`config.mk`:
```
export PLATFORM = sky130hd
export DESIGN_NAME = rr_arbiter_flat
export DESIGN_NICKNAME = d
export VERILOG_FILES = /design/src/rtl/rr_arbiter_if.sv /design/src/rtl/rr_arbiter.sv /design/src/flat_wrapper.sv
export SDC_FILE = /design/constraint.sdc
export NUM_CORES = 1
export LEC_CHECK = 0
export CAP_MARGIN = 30
export CELL_PAD_IN_SITES_DETAIL_PLACEMENT = 0
export CELL_PAD_IN_SITES_GLOBAL_PLACEMENT = 1
export CORE_MARGIN = 8
export CORE_UTILIZATION = 27
export CTS_BUF_LIST = sky130_fd_sc_hd__clkbuf_8
export CTS_CLUSTER_DIAMETER = 80
export DETAILED_ROUTE_END_ITERATION = 16
export PLACE_DENSITY_LB_ADDON = 0.05
export SYNTH_ARGS = -nofsm -noshare
export SYNTH_HDL_FRONTEND = slang
export SYNTH_SLANG_ARGS = --single-unit
```
`constraint.sdc`:
```
create_clock -name clk -period 2.31 [get_ports clk]
set_input_delay 0.5775 -clock clk [delete_from_list [all_inputs] [get_ports clk]]
set_output_delay 0.5775 -clock clk [all_outputs]
set_load 0.1 [all_outputs]
```
`src/rtl/rr_arbiter_if.sv`:
```
// Request/grant bundle between requesters and the round-robin arbiter.
// The master side drives requests; the slave side (the arbiter) drives grants.
interface rr_arbiter_if #(
    parameter int NUM_REQ = 4,
    parameter int ID_W    = 2
);
    logic [NUM_REQ-1:0] req;
    logic [NUM_REQ-1:0] gnt;
    logic               gnt_valid;
    logic [ID_W-1:0]    gnt_id;
    logic               preempt;

    modport master (
        output req,
        input  gnt,
        input  gnt_valid,
        input  gnt_id,
        input  preempt
    );

    modport slave (
        input  req,
        output gnt,
        output gnt_valid,
        output gnt_id,
        output preempt
    );
endinterface

```
`src/rtl/rr_arbiter.sv`:
```
// N-way round-robin arbiter: grant is registered, so it appears one edge after the request is seen; each handover costs one dead cycle.
// Backpressure: an owner keeps the grant while its req stays high; RR_ARB_HOLD_LIMIT_EN adds hold-limit preemption after MAX_HOLD cycles.
module rr_arbiter #(
    parameter int NUM_REQ  = 4,
    parameter int ID_W     = 2,
    parameter int MAX_HOLD = 16
) (
    input  logic          clk,
    input  logic          rst_n,
    rr_arbiter_if.slave   bus
);

    typedef enum logic [1:0] {
        IDLE    = 2'b00,
        GRANT   = 2'b01,
        RELEASE = 2'b10
    } state_t;

    if (NUM_REQ < 2 || NUM_REQ > 16 || ID_W != $clog2(NUM_REQ) ||
        MAX_HOLD < 2 || MAX_HOLD > 255) begin : g_param_check
        $error("rr_arbiter: illegal parameter combination");
    end

    state_t             state_q,     state_d;
    logic [NUM_REQ-1:0] gnt_q,       gnt_d;
    logic               gnt_valid_q, gnt_valid_d;
    logic [ID_W-1:0]    gnt_id_q,    gnt_id_d;
    logic [ID_W-1:0]    ptr_q,       ptr_d;

    logic               req_any;
    logic [ID_W-1:0]    win_id;
    logic [NUM_REQ-1:0] win_oh;
    logic               owner_req;
    logic               other_req;
    logic [ID_W-1:0]    ptr_next_owner;

    // Search order: ptr, ptr+1, ... wrapping at NUM_REQ-1 back to 0.
    always_comb begin
        int pos;
        req_any = 1'b0;
        win_id  = '0;
        pos     = 0;
        for (int i = 0; i < NUM_REQ; i++) begin
            pos = int'(ptr_q) + i;
            if (pos >= NUM_REQ) begin
                pos = pos - NUM_REQ;
            end
            for (int j = 0; j < NUM_REQ; j++) begin
                if (!req_any && bus.req[j] && (pos == j)) begin
                    req_any = 1'b1;
                    win_id  = ID_W'(j);
                end
            end
        end
    end

    always_comb begin
        win_oh = '0;
        for (int j = 0; j < NUM_REQ; j++) begin
            win_oh[j] = (ID_W'(j) == win_id);
        end
    end

    assign owner_req      = |(bus.req & gnt_q);
    assign other_req      = |(bus.req & ~gnt_q);
    assign ptr_next_owner = (gnt_id_q == ID_W'(NUM_REQ - 1)) ? '0 : gnt_id_q + 1'b1;

`ifdef RR_ARB_HOLD_LIMIT_EN
    localparam logic [7:0] HOLD_LAST = 8'(MAX_HOLD - 1);

    logic [7:0] hold_cnt_q, hold_cnt_d;
    logic       preempt_q,  preempt_d;
    logic       hold_expired;

    assign hold_expired = (hold_cnt_q == HOLD_LAST);
`else
    logic       hold_expired;

    assign hold_expired = 1'b0;
`endif

    always_comb begin
        state_d     = state_q;
        gnt_d       = gnt_q;
        gnt_valid_d = gnt_valid_q;
        gnt_id_d    = gnt_id_q;
        ptr_d       = ptr_q;
`ifdef RR_ARB_HOLD_LIMIT_EN
        hold_cnt_d  = hold_cnt_q;
        preempt_d   = 1'b0;
`endif

        case (state_q)
            IDLE, RELEASE: begin
                if (req_any) begin
                    state_d     = GRANT;
                    gnt_d       = win_oh;
                    gnt_valid_d = 1'b1;
                    gnt_id_d    = win_id;
`ifdef RR_ARB_HOLD_LIMIT_EN
                    hold_cnt_d  = '0;
`endif
                end else begin
                    state_d     = IDLE;
                    gnt_d       = '0;
                    gnt_valid_d = 1'b0;
                    gnt_id_d    = '0;
                end
            end

            GRANT: begin
                // A voluntary drop and a forced release leave through the same dead slot.
                if (!owner_req || (hold_expired && other_req)) begin
                    state_d     = RELEASE;
                    gnt_d       = '0;
                    gnt_valid_d = 1'b0;
                    gnt_id_d    = '0;
                    ptr_d       = ptr_next_owner;
`ifdef RR_ARB_HOLD_LIMIT_EN
                    preempt_d   = owner_req;
`endif
                end
`ifdef RR_ARB_HOLD_LIMIT_EN
                else if (!hold_expired) begin
                    hold_cnt_d = hold_cnt_q + 8'd1;
                end
`endif
            end

            default: begin
                state_d     = IDLE;
                gnt_d       = '0;
                gnt_valid_d = 1'b0;
                gnt_id_d    = '0;
            end
        endcase
    end

    always_ff @(posedge clk or negedge rst_n) begin
        if (!rst_n) begin
            state_q     <= IDLE;
            gnt_q       <= '0;
            gnt_valid_q <= 1'b0;
            gnt_id_q    <= '0;
            ptr_q       <= '0;
        end else begin
            state_q     <= state_d;
            gnt_q       <= gnt_d;
            gnt_valid_q <= gnt_valid_d;
            gnt_id_q    <= gnt_id_d;
            ptr_q       <= ptr_d;
        end
    end

`ifdef RR_ARB_HOLD_LIMIT_EN
    always_ff @(posedge clk or negedge rst_n) begin
        if (!rst_n) begin
            hold_cnt_q <= '0;
            preempt_q  <= 1'b0;
        end else begin
            hold_cnt_q <= hold_cnt_d;
            preempt_q  <= preempt_d;
        end
    end

    assign bus.preempt = preempt_q;
`else
    assign bus.preempt = 1'b0;
`endif

    assign bus.gnt       = gnt_q;
    assign bus.gnt_valid = gnt_valid_q;
    assign bus.gnt_id    = gnt_id_q;

    a_gnt_onehot: assert property (@(posedge clk) disable iff (!rst_n) $onehot0(gnt_q));

endmodule

```
`src/flat_wrapper.sv`:
```
// flat-port wrapper written by rule: the top's interface ports become plain ports
module rr_arbiter_flat 
#(
    parameter int NUM_REQ  = 4,
    parameter int ID_W     = 2,
    parameter int MAX_HOLD = 16
)
  (clk, rst_n, bus_req, bus_gnt, bus_gnt_valid, bus_gnt_id, bus_preempt);
  rr_arbiter_if #(.NUM_REQ(NUM_REQ), .ID_W(ID_W)) bus_i ();
  input  logic clk;
  input  logic rst_n;
  input wire logic [$bits(bus_i.req)-1:0] bus_req;
  output wire logic [$bits(bus_i.gnt)-1:0] bus_gnt;
  output wire logic [$bits(bus_i.gnt_valid)-1:0] bus_gnt_valid;
  output wire logic [$bits(bus_i.gnt_id)-1:0] bus_gnt_id;
  output wire logic [$bits(bus_i.preempt)-1:0] bus_preempt;
  assign bus_i.req = bus_req;
  assign bus_gnt = bus_i.gnt;
  assign bus_gnt_valid = bus_i.gnt_valid;
  assign bus_gnt_id = bus_i.gnt_id;
  assign bus_preempt = bus_i.preempt;
  rr_arbiter #(.NUM_REQ(NUM_REQ), .ID_W(ID_W), .MAX_HOLD(MAX_HOLD)) u_core (.clk(clk), .rst_n(rst_n), .bus(bus_i));
endmodule
```
**Yosys cells after proc, flatten, opt, wreduce, memory -nomap -nowiden**

Cells that the tools add are included.

- Bits in registers: 11
- Input bits: 6
- Output and inout bits: 8
- Logic and storage cells: 141

- Add/sub/neg operators: 8
- $lt $le $gt $ge: 4
- Equal/unequal tests: 19
- Muxes and demuxes: 48
- Bitwise logic cells: 2
- Reduce and logical (&&, ||, !) cells: 55

Operators by type and width:

| cell | number |
|---|---|
| 32-bit by 3-bit == test with 1-bit output (second input constant) | 8 |
| 32-bit by 2-bit == test with 1-bit output (second input constant) | 4 |
| 32-bit zero test | 4 |
| 32-bit 2-to-1 mux | 4 |
| 32-bit by 4-bit greater-or-equal comparator with 1-bit output (second input constant) | 3 |
| 32-bit by 4-bit subtractor with 32-bit output (second input constant) | 3 |
| 2-bit 2-to-1 mux | 18 |
| 1-bit logical AND | 31 |
| 1-bit 2-to-1 mux | 20 |
| 1-bit zero test | 15 |
| 4-bit 2-to-1 mux | 2 |
| 2-bit one-hot mux with 2 select lines | 2 |
| 4-bit one-hot mux with 2 select lines | 1 |
| 2-bit by 2-bit adder with 3-bit output (second input constant) | 2 |
| 4-bit bitwise AND | 1 |
| 2-bit == test (first input constant) | 2 |
| 2-bit == test (second input constant) | 2 |
| 2-bit zero test | 2 |
| 4-bit OR reduction | 1 |
| 2-bit by 3-bit subtractor with 4-bit output (second input constant) | 1 |
| 2-bit by 1-bit adder with 3-bit output (second input constant) | 1 |
| 2-bit by 3-bit greater-or-equal comparator with 1-bit output (second input constant) | 1 |
| 2-bit by 1-bit adder with 2-bit output (second input constant) | 1 |
| 1-bit by 2-bit == test with 1-bit output (first input constant) | 1 |
| 6 further kinds | 6 |

**Logic depth before layout (Yosys ltp)**

- Depth in word-level cells: 68
- Gate-level depth with buffers: 5
- Mapped depth without buffers: 4

**Worst setup path after synthesis**

OpenSTA, ideal clock, no wires.

- Path type: register -> register
- Start: register u_core.gnt_q[0] (netlist: u_core.bus.gnt[0])
- End: register u_core.gnt_q[0] (netlist: u_core.bus.gnt[0])
- Setup time: 113 ps
- Data arrival time: 1695 ps
- Required time: 2197 ps
- Slack: 502 ps
- Cell stages (with the launch flop): 5
- Path buffers: 0
- Period minus slack after synthesis: 1808 ps
- Cells stage by stage: dfrtp_1 -> a22oi_1 -> a21oi_1 -> nand2_1 -> o41ai_1

- Cells in the longest elaborated chain, start to end: 3

RTL lines:

| element | RTL line | RTL |
|---|---|---|
| start: declaration | rr_arbiter.sv:25 | `logic [NUM_REQ-1:0] gnt_q, gnt_d;` |
| start signal: assignment | rr_arbiter.sv:148 | `gnt_q <= gnt_d;` |
| 4-bit bitwise AND | rr_arbiter.sv:64 | `assign owner_req = \|(bus.req & gnt_q);` |
| 4-bit OR reduction | rr_arbiter.sv:64 |  |
| 2-bit inequality test (no line) | -- |  |

No other way between the ends.
A chain may end at the register's enable or synchronous reset.

**Worst setup path in the final report**

- Start: input port bus_req[3]
- End: register u_core.gnt_q[3] (netlist: u_core.bus.gnt[3])

- Cells in the longest elaborated chain, start to end: 54
- Elaborated cells on any way between the ends: 70
- Those cells by class: eq/ne: 2; mux: 28; bitwise: 1; reduce/logical: 39

RTL lines:

| element | RTL line | RTL |
|---|---|---|
| start: declaration | flat_wrapper.sv:12 | `input wire logic [$bits(bus_i.req)-1:0] bus_req;` |
| 1-bit logical AND (2 in series) | rr_arbiter.sv:49 | `if (!req_any && bus.req[j] && (pos == j)) begin` |
| 1-bit 2-to-1 mux | rr_arbiter.sv:49 |  |
| 1-bit zero test | rr_arbiter.sv:49 |  |
| 1-bit logical AND (2 in series) | rr_arbiter.sv:49 |  |
| 1-bit 2-to-1 mux | rr_arbiter.sv:49 |  |
| 1-bit zero test | rr_arbiter.sv:49 |  |
| 1-bit logical AND (2 in series) | rr_arbiter.sv:49 |  |
| 1-bit 2-to-1 mux | rr_arbiter.sv:49 |  |
| [33 not listed] | -- |  |
| 1-bit logical AND (2 in series) | rr_arbiter.sv:49 |  |
| 1-bit 2-to-1 mux | rr_arbiter.sv:49 |  |
| 1-bit zero test | rr_arbiter.sv:49 |  |
| 1-bit logical AND (2 in series) | rr_arbiter.sv:49 |  |
| 2-bit 2-to-1 mux | rr_arbiter.sv:49 |  |
| 2-bit == test | rr_arbiter.sv:60 | `win_oh[j] = (ID_W'(j) == win_id);` |
| 4-bit 2-to-1 mux | rr_arbiter.sv:95 | `if (req_any) begin` |
| 4-bit one-hot mux with 2 select lines | rr_arbiter.sv:93 | `case (state_q)` |

Parallel ways exist; a longest one is shown, timed or not.

==> flow_metrics.py <==
metrics = {
    "run_status": {
        "status": "completed",
    },
    "logic_synthesis": {
        "synth_area_leaders": "dfrtp_1 46%, mux2i_1 5.5%, a32o_1 3.7%",
        "synth_seq_area_share": 0.4608,
        "combinational_family_with_the_most_area_after_synthesis": "compound AO/OA/AOI/OAI gates",
        "syn-cell-area_um2": 543.0,
        "most_used_dff_post_synth": "dfrtp_1",
        "syn-num-nets": 60,
        "synth_most_common_cell": "dfrtp_1",
        "synth.avg_cell_area_um2": 10.25,
        "synth.distinct_cells": 28,
        "post-synth-top-area-fraction": 0.4608,
        "ys_ff_latch": 10,
        "synth_adder_area_share": 0.02304,
        "synth_compound_gate_area_share": 0.2097,
        "synthesis.yosys.warnings": 0,
        "syn_inst": 53,
        "mux_share_of_post_synthesis_cell_area": 0.07604,
        "netlist.top_cell.by_area": "dfrtp_1",
        "synth_xor_xnor_area_share": 0,
        "netlist_top_cells_count": "10 x dfrtp_1, 4 x o21ai_0",
        "post_synth_and_or_nand_nor_area_fraction": 0.1682,
        "synth-edff-count": 0,
        "synth-async-reset-ratio": 1.000,
    },
    "worst_setup_path": {
        "timing.critical_path.arrival_ns": 2.19,
        "minimum_setup_slack_among_reg_to_reg_paths_ns": 0.69,
        "element_type_at_the_critical_path_end": "flop",
        "worst_setup_path_endpoint": "u_core.bus.gnt[3]$_DFFE_PN0P_",
        "critical_path.startpoint": "bus_req[3]",
        "worst_r2r_endpoint": "u_core.bus.gnt[3]$_DFFE_PN0P_",
        "worst_path_maximum_fanout": 8,
        "cp_data_required_time_ns": 2.48,
        "worstSetupStartpointType": "input pin",
        "type_of_the_setup_path_with_the_least_slack": "in -> reg",
        "critical_path.reg2reg.startpoint": "u_core.ptr_q[1]$_DFFE_PN0P_",
        "worstRegToRegCells": 3,
    },
    "clocking": {
        "post-cts-setup-buffer-count": 0,
        "clock-root-buffer": "clkbuf_8",
        "cts.sink_count": 10,
        "clkTransAtPathRegs_ns": 0.05,
        "clock_tree_from_tritoncts": "done",
        "clock_insertion_delay_worst_skew_ns": 0.23,
        "cts_resized": 0,
        "cts-htree-levels": 1,
        "cts_buffers": 3,
        "hold_buffers": 0,
        "max-clock-path-buffers": 2,
    },
    "placement": {
        "post-dp-hpwl_mm": 1.018,
        "detailed_place.area_um2": 668.1,
        "port_buffers": 12,
        "routabilityCongestion": 0.7548,
    },
    "global_routing": {
        "number_of_antenna_violations_at_the_first_check_in_global_routing": 0,
        "grt_most_used_layer": "met2",
        "grt_use_met1": 0.1077,
        "use_met3": 0.03602,
        "grt_remaining_overflow": 0,
        "vias_in_the_first_global_route": 464,
        "grt_pass1_wl_mm": 2.194,
        "grt_max_degree": 11,
        "met2_usage": 0.1131,
        "grt_util_all_layers": 0.08040,
    },
    "routing": {
        "drt_drc_violations_left": 0,
        "detail_route.wl_per_cell_um": 14.14,
        "viasPerCell": 4.936,
        "route.antenna.remaining_nets": 0,
        "totalWireLength_mm": 1.329,
        "firstDrtPassIters": 4,
        "vias": 464,
        "detail_route.iter0.violations": 6,
    },
    "final_layout": {
        "drive_gt1_frac": 0.2090,
        "area_growth_syn_to_layout_pct": 30.65,
        "postLayoutCellArea_um2": 709.4,
        "num-nets-final": 76,
        "antenna-diode-count": 0,
    },
    "timing": {
        "report.final.slew_viol_count": 0,
        "final_period_util": 0.8743,
        "fin_worst_skew_ns": 0.003154,
        "maxSlewHeadroom": 0.5405,
        "tightestPinTransition_ns": 0.6892,
        "hold_violations": 0,
        "final_number_of_setup_violating_endpoints": 0,
        "setup_repair_after_global_routing_missed_its_margin": "no",
        "layout_min_cycle_time_ns": 2.020,
        "timing.setup.tns_ns": 0,
        "achievable_frequency_mhz": 495.2,
    },
    "die": {
        "ios": 14,
        "coreArea_um2": 1922,
        "vertical_extent_of_the_die_um": 60.85,
        "die_width_um": 60.85,
        "rows": 16,
        "initial_utilization": 0.2826,
        "dieArea_um2": 3702,
    },
    "hold_path": {
        "hp-class": "reg -> reg",
    },
    "job": {
        "drv_cap": 0,
    },
}
[state kept, by name, summed over array words and instances, names as in the netlist]
name,flops
u_core.ptr_q,2
u_core.bus.gnt_id,2
u_core.bus.gnt,4
u_core.state_q,2
[worst max-delay path, stage by stage]
cell and delay [ns]:
clkdlybuf4s50_1 0.61, o21ai_0 0.11, a221oi_1 0.62, a32o_1 0.27
[cells by family after synthesis]
| group | Yosys count |
|---|---|
| AND/OR/NAND/NOR | 16 |
| buffers and inverters | 5 |
| flip-flops | 10 |
| other | 1 |
| multiplexers | 4 |
| AO/OA/AOI/OAI | 16 |
| adder cells (fa/ha/maj) | 1 |
[worst min-delay path by stage]
| stage | from | cells after the start | slack [ns] | end |
|---|---|---|---|---|
| floorplan | rst_n | 0 | 0.28 | u_core.bus.gnt[0]$_DFFE_PN0P_ |
| global placement | u_core.bus.gnt[0]$_DFFE_PN0P_ | 2 | 0.51 | u_core.bus.gnt[0]$_DFFE_PN0P_ |
| detailed placement | u_core.bus.gnt[0]$_DFFE_PN0P_ | 2 | 0.52 | u_core.bus.gnt[0]$_DFFE_PN0P_ |
| CTS | u_core.bus.gnt[1]$_DFFE_PN0P_ | 2 | 0.53 | u_core.bus.gnt[1]$_DFFE_PN0P_ |
| global route | u_core.bus.gnt[1]$_DFFE_PN0P_ | 2 | 0.55 | u_core.bus.gnt[1]$_DFFE_PN0P_ |
| finish | u_core.bus.gnt[0]$_DFFE_PN0P_ | 2 | 0.53 | u_core.bus.gnt[0]$_DFFE_PN0P_ |
[layout by cell type, fill, tap and decap left out]
cell type	count
a22o_1	1
buf_4	8
clkdlybuf4s50_1	5
dfrtp_1	10
nand2_1	3
a21oi_1	3
a22oi_1	2
or2_2	1
o41ai_1	1
nor3_1	1
nor4_1	1
mux2_2	1
nand3b_1	1
o21ai_0	4
ha_1	1
clkbuf_8	3
nor2_1	3
conb_1	1
a32o_1	2
a221oi_1	1
nand2b_1	2
nand3_1	1
or3_4	1
and3b_1	1
or3_1	1
a222oi_1	1
o31ai_1	1
mux2i_1	3
inv_1	3
[metrics by stage]
step / hold WS [ns] / setup WS, ns / std cells / util
2_1_floorplan: 0.2819 / 0.5021 / 53 / -
5_1_grt: 0.5532 / 0.1996 / 94 / 0.3691
3_3_place_gp: 0.5145 / 0.06625 / 91 / 0.3477
4_1_cts: 0.5310 / 0.3005 / 94 / 0.3691
3_5_place_dp: 0.5172 / 0.06659 / 91 / 0.3477
6_report: 0.5337 / 0.2905 / 94 / 0.3691
[metal layers]
layer	vias up	routed length [um]
met4	0	0
met2	13	634
met5	-	0
met1	227	617
met3	0	77
li1	224	-
[cell type report]
class,count,area [um2]
clock buffers,3,41.29
multi-input cells,38,262.8
inverters,3,11.26
fillers,223,1212
well taps,27,33.78
flip-flops and latches,10,250.2
repair buffers,13,110.1
Power is not shown: default switching activity piles up to over one toggle a cycle in this logic, so the estimate is an artifact.
